<file path="config.mk">
export PLATFORM = sky130hd
export DESIGN_NAME = fetch_unit_q
export DESIGN_NICKNAME = d
export VERILOG_FILES = /design/src/rtl/fetch_unit_q_pkg.sv /design/src/rtl/fetch_unit_q_iq.sv /design/src/rtl/fetch_unit_q.sv
export SDC_FILE = /design/constraint.sdc
export NUM_CORES = 1
export LEC_CHECK = 0
export ABC_AREA = 1
export CAP_MARGIN = 20
export CORE_MARGIN = 10
export CORE_UTILIZATION = 40
export CTS_BUF_LIST = sky130_fd_sc_hd__clkbuf_8
export CTS_CLUSTER_DIAMETER = 80
export DETAILED_ROUTE_END_ITERATION = 8
export SLEW_MARGIN = 15
export SYNTH_ARGS = -nofsm -noshare
export SYNTH_HDL_FRONTEND = slang
export SYNTH_SLANG_ARGS = --single-unit
</file>
<file path="constraint.sdc">
create_clock -name clk -period 8.63 [get_ports clk]
set_input_delay 0.863 -clock clk [delete_from_list [all_inputs] [get_ports clk]]
set_output_delay 0.863 -clock clk [all_outputs]
set_load 0.005 [all_outputs]
</file>
<file path="src/rtl/fetch_unit_q_pkg.sv">
// Shared types and constants for the fetch unit: FSM state encoding, boolean and
// width defaults, and the PC step used for sequential fetch.
package fetch_unit_q_pkg;

   localparam logic        TRUE   = 1'b1;
   localparam logic        FALSE  = 1'b0;
   localparam logic [31:0] NULL32 = 32'h0;

   localparam int unsigned ADDR_W_DFLT  = 32;
   localparam int unsigned INSTR_W_DFLT = 32;
   localparam int unsigned PC_STEP      = 4;

   typedef enum logic [1:0] {
      FqIdle = 2'd0,
      FqWait = 2'd1,
      FqDrop = 2'd2
   } fq_state_e;

   // Occupancy counter width: must represent 0..depth inclusive.
   function automatic int unsigned iq_cnt_w(input int unsigned depth);
      return $clog2(depth) + 1;
   endfunction

endpackage

</file>
<file path="src/rtl/fetch_unit_q_iq.sv">
// fetch_iq: synchronous circular FIFO with flush, occupancy count and a head read
// straight from registered storage (no added latency).
module fetch_iq
   import fetch_unit_q_pkg::*;
#(
   parameter int unsigned Width = 32,
   parameter int unsigned Depth = 4
) (
   input  logic                     clk,
   input  logic                     rst,
   input  logic                     push_i,
   input  logic                     pop_i,
   input  logic                     flush_i,
   input  logic [Width-1:0]         wdata_i,
   output logic [Width-1:0]         rdata_o,
   output logic                     empty_o,
   output logic [$clog2(Depth):0]   count_o
);

   localparam int unsigned PtrW = $clog2(Depth);
   localparam int unsigned CntW = iq_cnt_w(Depth);

   logic [Width-1:0] mem_q [Depth];
   logic [PtrW-1:0]  rptr_q, wptr_q;
   logic [CntW-1:0]  count_q;

   // Pointers wrap naturally because Depth is a power of two.
   always_ff @(posedge clk) begin
      if (rst) begin
         rptr_q  <= '0;
         wptr_q  <= '0;
         count_q <= '0;
         for (int i = 0; i < int'(Depth); i++) begin
            mem_q[i] <= '0;
         end
      end else if (flush_i) begin
         rptr_q  <= '0;
         wptr_q  <= '0;
         count_q <= '0;
      end else begin
         if (push_i) begin
            mem_q[wptr_q] <= wdata_i;
            wptr_q        <= wptr_q + PtrW'(1);
         end
         if (pop_i) begin
            rptr_q <= rptr_q + PtrW'(1);
         end
         count_q <= count_q + CntW'(push_i) - CntW'(pop_i);
      end
   end

   always_comb begin
      rdata_o = mem_q[rptr_q];
      empty_o = (count_q == '0);
      count_o = count_q;
   end

endmodule

</file>
<file path="src/rtl/fetch_unit_q.sv">
// Instruction-fetch stage: fetch PC, single-outstanding ICache requests, predictor
// glue and an instruction queue. `FETCH_PERF_CNT_EN adds performance counters.
module fetch_unit_q
   import fetch_unit_q_pkg::*;
#(
   parameter int unsigned      ADDR_W   = ADDR_W_DFLT,
   parameter int unsigned      INSTR_W  = INSTR_W_DFLT,
   parameter int unsigned      IQ_DEPTH = 4,
   parameter logic [ADDR_W-1:0] RESET_PC = '0
) (
   input  logic                      clk,
   input  logic                      rst,
   input  logic                      rdy,
   input  logic                      redirect_valid,
   input  logic [ADDR_W-1:0]         redirect_pc,
   output logic                      icache_req,
   output logic [ADDR_W-1:0]         icache_addr,
   input  logic                      icache_valid,
   input  logic [INSTR_W-1:0]        icache_instr,
   output logic [ADDR_W-1:0]         pred_pc,
   output logic [INSTR_W-1:0]        pred_instr,
   input  logic                      pred_taken,
   input  logic [ADDR_W-1:0]         pred_target,
   output logic                      dec_valid,
   input  logic                      dec_ready,
   output logic [INSTR_W-1:0]        dec_instr,
   output logic [ADDR_W-1:0]         dec_pc,
   output logic                      dec_pred_taken,
   output logic [$clog2(IQ_DEPTH):0] iq_count
`ifdef FETCH_PERF_CNT_EN
   ,
   output logic [31:0]               perf_fetched,
   output logic [31:0]               perf_redirects,
   output logic [31:0]               perf_stall
`endif
);

   localparam int unsigned CntW = iq_cnt_w(IQ_DEPTH);
   localparam int unsigned IqW  = INSTR_W + ADDR_W + 1;

   fq_state_e         state_q;
   logic [ADDR_W-1:0] pc_q;
   logic [ADDR_W-1:0] addr_q;
   logic              req_q;

   logic              redir, pop, push, space, iq_empty;
   logic [CntW-1:0]   cnt_next;
   logic [ADDR_W-1:0] next_pc;
   logic [IqW-1:0]    iq_wdata, iq_rdata;

   always_comb begin
      redir     = rdy & redirect_valid;
      dec_valid = ~iq_empty & ~redir;
      pop       = rdy & dec_valid & dec_ready;
      push      = rdy & icache_valid & (state_q == FqWait) & ~redir;
      // Occupancy as it will be after this edge; a request is only raised if the
      // response is then guaranteed a slot.
      cnt_next  = iq_count + CntW'(push) - CntW'(pop);
      space     = (cnt_next < CntW'(IQ_DEPTH));
      next_pc   = pred_taken ? pred_target : pc_q + ADDR_W'(PC_STEP);
      iq_wdata  = {icache_instr, pc_q, pred_taken};
   end

   always_ff @(posedge clk) begin
      if (rst) begin
         state_q <= FqIdle;
         pc_q    <= RESET_PC;
         addr_q  <= RESET_PC;
         req_q   <= FALSE;
      end else if (rdy) begin
         if (redir) begin
            pc_q <= redirect_pc;
            unique case (state_q)
               FqWait: begin
                  if (icache_valid) begin
                     state_q <= FqIdle;
                     req_q   <= FALSE;
                  end else begin
                     state_q <= FqDrop;
                  end
               end
               FqDrop: begin
                  if (icache_valid) begin
                     state_q <= FqIdle;
                     req_q   <= FALSE;
                  end
               end
               default: state_q <= FqIdle;
            endcase
         end else begin
            unique case (state_q)
               FqIdle: begin
                  if (space) begin
                     state_q <= FqWait;
                     req_q   <= TRUE;
                     addr_q  <= pc_q;
                  end
               end
               FqWait: begin
                  if (icache_valid) begin
                     pc_q <= next_pc;
                     // Back-to-back: keep the request up and move to the new PC.
                     if (space) begin
                        addr_q <= next_pc;
                     end else begin
                        state_q <= FqIdle;
                        req_q   <= FALSE;
                     end
                  end
               end
               FqDrop: begin
                  if (icache_valid) begin
                     state_q <= FqIdle;
                     req_q   <= FALSE;
                  end
               end
               default: begin
                  state_q <= FqIdle;
                  req_q   <= FALSE;
               end
            endcase
         end
      end
   end

   fetch_iq #(
      .Width (IqW),
      .Depth (IQ_DEPTH)
   ) u_iq (
      .clk     (clk),
      .rst     (rst),
      .push_i  (push),
      .pop_i   (pop),
      .flush_i (redir),
      .wdata_i (iq_wdata),
      .rdata_o (iq_rdata),
      .empty_o (iq_empty),
      .count_o (iq_count)
   );

   always_comb begin
      icache_req                              = req_q;
      icache_addr                             = addr_q;
      pred_pc                                 = addr_q;
      pred_instr                              = icache_instr;
      {dec_instr, dec_pc, dec_pred_taken}     = iq_rdata;
   end

`ifdef FETCH_PERF_CNT_EN
   logic [31:0] perf_fetched_q, perf_redirects_q, perf_stall_q;

   always_ff @(posedge clk) begin
      if (rst) begin
         perf_fetched_q   <= NULL32;
         perf_redirects_q <= NULL32;
         perf_stall_q     <= NULL32;
      end else if (rdy) begin
         if (push)  perf_fetched_q   <= perf_fetched_q + 32'd1;
         if (redir) perf_redirects_q <= perf_redirects_q + 32'd1;
         if ((iq_count == CntW'(IQ_DEPTH)) && (state_q == FqIdle)) begin
            perf_stall_q <= perf_stall_q + 32'd1;
         end
      end
   end

   always_comb begin
      perf_fetched   = perf_fetched_q;
      perf_redirects = perf_redirects_q;
      perf_stall     = perf_stall_q;
   end
`endif

endmodule

</file>
==> results by group, run 1 <==
Synth
  – Register area share after synthesis: 56.5%
  – Asr flop ratio synth: 0%
  – Post-synthesis cell count: 1871
  – Post-synth EDFFs: 260
  – FF+latch count, synth: ~340
  – Top_reg_cell synth: edfxtp_1
  – Mapped Area: approximately 0.017 mm2
  – Synthesized area per cell: 8.82 um2
  – Syn nets: roughly 2000
  – Ys Warns: 0
  – Number of distinct library cells after synthesis: 39

Global route
  – Largest net degree at the start of global routing: 79
  – Met1 Use GR: 25.2%
  – Total GRT Usage: slightly below 20%
  – Met2 usage: 31.8%
  – Vias in the first global route: 13500
  – Initial antenna violation count: 0
  – Most Used Layer, Global Route: met2
  – M3 GR Usage: 4.41%
  – Global route overflow: 0
  – First-pass GRT wire length: 77.4 mm

Clock tree
  – Post-CTS setup buffers: 0
  – Cts repair resizes: 0
  – CTS buffer count: 57
  – CTS Hold Buffers Added: 0
  – Longest Clk Path Bufs: 3
  – Clk sinks: 336
  – CTS tree: yes
  – CTS HTree Levels: 2
  – Clk slew on worst S/H paths: 0.06 ns
  – CTS root buf: clkbuf_8
  – Clock Latency Late Sink: 0.62 ns

Cells and area
  – Share of cells above drive strength 1: 8.93%
  – N_diodes: 0
  – Fin cells: roughly 2600
  – Layout fillers: 3922
  – End-of-flow core utilization: 49.5%
  – Synth-to-layout area growth: 22.3%
  – Layout Nets: 2156
  – Design Area, Final: roughly 0.020 mm2

Placed design
  – Port bufs: 268
  – Placed cell count: 2517
  – DP HPWL: 31.0 mm
  – Placer Congestion: approximately 0.86
  – Placed Area: 0.0191 mm2

Die
  – Die width: 223 um
  – Num ports: roughly 270
  – Row count: 74
  – Core area: 0.0408 mm2
  – Die Area: roughly 0.05 mm2
  – Initial core utilization: 40.4%
  – DIE HEIGHT: 223 um

Worst setup path
  – Setup crit end kind: primary output
  – Critical path class: reg -> out
  – Worst Path Required: 7.77 ns
  – Worst path top cell family by delay: buffers and inverters
  – Critical-path top delay cell: buf_4
  – Crit-path cells: inv_4 > buf_4 > o21ai_0 > o22ai_1 > clkdlybuf4s50_1
  – WP buf/inv: 3
  – Crit path DAT: 3.57 ns
  – Crit-path max FO: 70
  – Crit path largest cell delay: around 0.69 ns
  – Worst setup SP type: register

Drt
  – Total Wirelength: 50.3 mm
  – DR WL/cell: 19.1 um
  – Drt first pass iters: 5
  – Remaining antenna violation count: 0
  – Vias per inst: 5.09
  – Iter 0 DRT Violations: 1254
  – Vias: ~13000
  – # DRC: 0

Timing
  – Max Slew Vio Count: 0
  – Worst Clk Skew: ~0.027 ns
  – Setup tns final: 0 ns
  – Tcrit/Tclk final: 51.4%
  – Slew headroom: 29.1%
  – Least-Margin Pin Slew: 1.06 ns
  – Hold Fails Final Rpt: 0
  – F_max: 0.226 GHz
  – Final setup vio count: 0
  – Unrepaired setup endpoints after global routing: false
  – Fin crit period: 4.43 ns

Run
  – Max-cap viol count: 0

Pwr
  – Power per cell area: roughly 180 mW/mm2
  – VDD IR max: 0.0761 mV
  – Leakage power: 7.34 nW

Run status
  – Run status: finished, final reports clean

Hold path
  – Min-Delay Path Class: reg -> reg
-- metrics by stage --
stage / power [mW] / hold slack [ns] / setup WS (ns)
2_1_floorplan: 2.05 / 0.456 / 2.26
4_1_cts: 3.59 / 0.487 / 4.16
3_3_place_gp: 2.23 / 0.469 / 3.96
5_1_grt: 3.70 / 0.525 / 3.98
3_5_place_dp: 2.24 / 0.477 / 3.83
6_report: 3.56 / 0.486 / 4.20
-- final timing paths --
| path | startpoint | endpoint | slack, ns | depth (start not counted) |
|---|---|---|---|---|
| setup / recovery | register | dec_pc[21] | 4.20 | 5 |
| hold / removal | state_q[1] | state_q[1] | 0.49 | 2 |
| setup reg to reg | state_q[1] | u_iq.mem_q[2][38] | 4.67 | 8 |
| hold reg to reg | state_q[1] | state_q[1] | 0.49 | 2 |
-- kinds of logic after synthesis --
| group | synth area share, % |
|---|---|
| AOI/OAI and AO/OA | 12.0 |
| xor gates and xnor gates | 0.212 |
| adders and majority gates | 0.576 |
| buffers and inverters | 10.1 |
| DFF | 56.5 |
| muxes | 0.0606 |
| and+or+nand+nor | 20.6 |
-- power by group --
group / internal, mW / switching, mW / leakage [nW]
Combinational: 0.167 / 0.195 / 3.41
Sequential: 1.80 / 0.0359 / 3.31
Clock: 0.704 / 0.651 / 0.631
-- per-layer routing --
metal	vias up	share of wire, %
li1	6502	-
met1	6326	44
met2	463	47
met3	80	7.3
met4	0	2.3
met5	-	0
-- cell usage after synthesis (8+ instances only) --
master	count	share of area [%]
o211ai_1	18	0.82
a21oi_1	84	2.5
nor2_2	44	1.7
dfxtp_1	76	9.2
edfxtp_1	260	47
nand2_1	253	5.8
o21ai_0	180	5.5
nor2_1	388	8.8
nand3_1	71	2.2
buf_6	8	0.55
nor3_2	10	0.61
or2_2	14	0.53
clkbuf_1	83	1.9
buf_2	9	0.27
buf_4	64	2.9
inv_1	182	4.1
o22ai_1	65	2.5
-- sequential cells by signal, indices dropped and copies added, names as in the netlist, named ones only --
name and count:
u_iq.mem_q 260, u_iq.rptr_q 2, icache_addr 32, u_iq.wptr_q 2
pc_q 32, state_q 2, u_iq.count_o 3, icache_req 1
-- worst min-delay path, cell delays in order, from the launching register on --
cell     delay [ns]
dfxtp_1        0.32
nand2_1        0.07
a21oi_1        0.05
-- final cells by class --
type | count | area (um2) | share of cell area (%)
Clock buffer | 64 | 881 | 4.36
Inverter | 191 | 723 | 3.58
Timing Repair Buffer | 285 | 2840 | 14.1
Sequential cell | 336 | 9330 | 46.2
Multi-Input combinational cell | 1175 | 5550 | 27.5
Clock inverter | 42 | 194 | 0.960
Tap cell | 532 | 666 | 3.30
-- cells in the final DEF (no fill, tap or decap), types with 2 or more instances in the layout --
cell type / instances
inv_2: 7
clkinv_1: 15
clkinvlp_4: 2
o21ai_1: 2
nand4_1: 2
dfxtp_1: 74
clkinv_2: 3
inv_4: 2
a21oi_1: 84
xor2_1: 3
clkdlybuf4s50_1: 268
o22ai_1: 65
ha_1: 6
nor2_4: 6
nand3_1: 71
inv_1: 203
and2_1: 2
buf_4: 15
o21ai_0: 179
nor3_1: 6
nor3_2: 10
clkbuf_8: 64
a21oi_2: 6
nand2_1: 248
nor3b_1: 4
nor2_1: 388
nor2_2: 44
nand2_2: 3
o211ai_1: 18
or2_2: 14
a31oi_1: 3
edfxtp_1: 260
nand2_4: 3
Note: power is estimated with default switching activity, not from simulation.
==> inputs of run 2 (changes only) <==
- PLACE_DENSITY: not set -> 0.65
- clock period: 8.63 -> 4 ns (I/O delays scaled with it)
==> run 2 against run 1 <==
Sequential share of layout area down 0.39 points. Worst hold slack got worse by 0.083 ns. Setup slack got worse by 3.6 ns. Clock skew down 0.0018 ns. Register-to-register slack got worse by 3.8 ns. Wire length decreased by 0.79%. Utilization increased by 0.42 points. Clock-buffer cell count shrank 4. Non-clock buffer count grew 12. First-iteration DRC count is 13% lower. Combinational power is 120% higher. Largest cell class unchanged. Largest power group unchanged. Highest routed layer unchanged.
==> results by group, run 2 (synthesis results as in run 1) <==
Clock tree
  – CTS tree: yes
  – CTS buffer count: 55 (-3.5%)
  – Clock Latency Late Sink: 0.60 ns (-0.02 ns)
  – Clk sinks: 336 (unchanged)
  – Post-CTS setup buffers: 0 (unchanged)
  – CTS Hold Buffers Added: 0 (unchanged)
  – CTS root buf: clkbuf_8
  – Cts repair resizes: 0 (unchanged)
  – CTS HTree Levels: 2 (unchanged)
  – Longest Clk Path Bufs: 3 (unchanged)
  – Clk slew on worst S/H paths: 0.06 ns (about the same)

Global route
  – Vias in the first global route: 13800 (+2.5%)
  – Initial antenna violation count: 0 (unchanged)
  – Total GRT Usage: 19.4% (-0.065 points)
  – Largest net degree at the start of global routing: 131 (+66%)
  – Global route overflow: 0 (unchanged)
  – First-pass GRT wire length: 77.5 mm (+0.17%)

Worst setup path
  – Crit-path max FO: 34 (-51%)
  – Worst Path Required: 3.60 ns (-4.17 ns)
  – Worst setup SP type: register
  – Worst reg-to-reg setup slack: 0.84 ns (-3.83 ns)
  – RR Endpoint: icache_addr[28]
  – Crit path DAT: 3.05 ns (-0.52 ns)
  – Critical path class: reg -> out
  – Cell count of the worst reg-to-reg path: 9 (+1)
  – Setup crit end kind: primary output
  – Reg2reg start: state_q[1]

Pwr
  – VDD IR max: 0.220 mV (+190%)
  – Power per cell area: 382 mW/mm2 (+120%)
  – Leakage power: 7.40 nW (+0.82%)

Drt
  – Vias: 13600 (+2.0%)
  – # DRC: 0 (unchanged)
  – Drt first pass iters: 6 (+1)
  – Total Wirelength: 49.9 mm (-0.79%)
  – Vias per inst: 5.19 (+1.8%)
  – DR WL/cell: 19.0 um (-1.0%)
  – Remaining antenna violation count: 0 (unchanged)
  – Iter 0 DRT Violations: 1085 (-13%)

Hold path
  – Hold Crit Endpoint: pc_q[5]
  – Hold Startpoint: redirect_pc[5]
  – Hold depth: 3 (+1)
  – Min-Delay Path Class: in -> reg

Die
  – Core area: 0.0408 mm2 (unchanged)
  – DIE HEIGHT: 223 um (unchanged)
  – Die Area: 0.0498 mm2 (unchanged)
  – Row count: 74 (unchanged)
  – Die width: 223 um (unchanged)
  – Num ports: 269 (unchanged)
  – Initial core utilization: 40.4% (unchanged)

Timing
  – Setup tns final: 0 ns (unchanged)
  – WHS: 0.403 ns (-0.0835 ns)
  – Least-Margin Pin Slew: 1.05 ns (-0.0147 ns)
  – Max Slew Vio Count: 0 (unchanged)
  – Hold Fails Final Rpt: 0 (unchanged)
  – F_max: 0.290 GHz
  – Tcrit/Tclk final: 86.2%
  – Unrepaired setup endpoints after global routing: false
  – Final setup vio count: 0 (unchanged)
  – Fin crit period: 3.45 ns
  – Slew headroom: 30.0% (+0.91 points)
  – Worst Clk Skew: 0.0250 ns (-0.00183 ns)

Cells and area
  – Most frequent cells in the layout: 388 x nor2_1, 268 x clkdlybuf4s50_1, 260 x edfxtp_1
  – N_diodes: 0 (unchanged)
  – Layout Nets: 2166 (+0.46%)
  – Most common cell after layout, fill and taps aside: nor2_1
  – Synth-to-layout area growth: 23.4%
  – Design Area, Final: 0.0204 mm2 (+0.85%)
  – Share of cells above drive strength 1: 9.67% (+0.74 points)
  – Max FFs per register: 260 (unchanged)
  – Largest reg by FF count: u_iq.mem_q

Placed design
  – Placer Congestion: 0.896 (+4.0%)
  – Port bufs: 268 (unchanged)
  – DP HPWL: 32.6 mm (+5.4%)
  – Placed Area: 0.0193 mm2 (+1.0%)

Run
  – Max-cap viol count: 0 (unchanged)

Run status
  – Run status: finished, final reports clean
[run 2: cell count changes in the layout (fill, tap and decap cells not counted)]
| cell | delta |
|---|---|
| buf_4 | +7 |
| buf_12 | +5 |
| bufinv_16 | +3 |
| clkinv_1 | +1 |
| clkinv_2 | +7 |
| inv_4 | -1 |
| inv_1 | -11 |
| clkbuf_8 | -4 |
| clkinvlp_4 | -1 |
[run 2: layout make-up]
class | instances | area [um2]
clock buffers | 60 | 826
clock inverters | 40 | 269
fillers | 3853 | 20500
inverters | 191 | 722
multi-input cells | 1175 | 5550
flip-flops and latches | 336 | 9330
well taps | 532 | 666
repair buffers | 297 | 3000
[run 2: how the worst max path moves through the flow]
stage                       end  depth (start not counted)
6_report          dec_instr[19]                          5
5_1_grt            dec_instr[8]                          5
4_1_cts           dec_instr[16]                          5
3_5_place_dp    icache_addr[19]                         15
3_3_place_gp    icache_addr[29]                         15
2_1_floorplan  u_iq.mem_q[0][0]                         10
[run 2: worst max-delay path, stage by stage, from the launching register on]
cell,delay (ns)
dfxtp_2,0.53
inv_2,0.53
buf_4,0.40
o21ai_0,0.14
o22ai_1,0.24
clkdlybuf4s50_1,0.57
[run 2: where the power goes]
group / switching, mW / internal (mW) / total [mW]
registers: 0.0810 / 3.89 / 3.97
logic: 0.421 / 0.369 / 0.790
clock network: 1.39 / 1.63 / 3.02
total: 1.89 / 5.89 / 7.78
[run 2: layer usage]
| metal | vias up | GRT usage, % | share of wire, % |
|---|---|---|---|
| met5 | - | 0 | 0 |
| met4 | 0 | 4.99 | 2.0 |
| met3 | 64 | 4.64 | 8.2 |
| met2 | 551 | 31.9 | 47 |
| met1 | 6511 | 24.9 | 43 |
| li1 | 6519 | - | - |
[run 2: metrics by stage]
stage	power, mW	setup slack [ns]	cells	utilization [%]
final	7.78	0.552	2631	49.9
after global routing	8.07	0.316	2631	49.9
after CTS	7.86	0.482	2631	49.9
after detailed placement	4.84	0.424	2531	47.2
after global placement	4.82	0.547	2530	47.1
after floorplan	4.41	0.641	1871	-
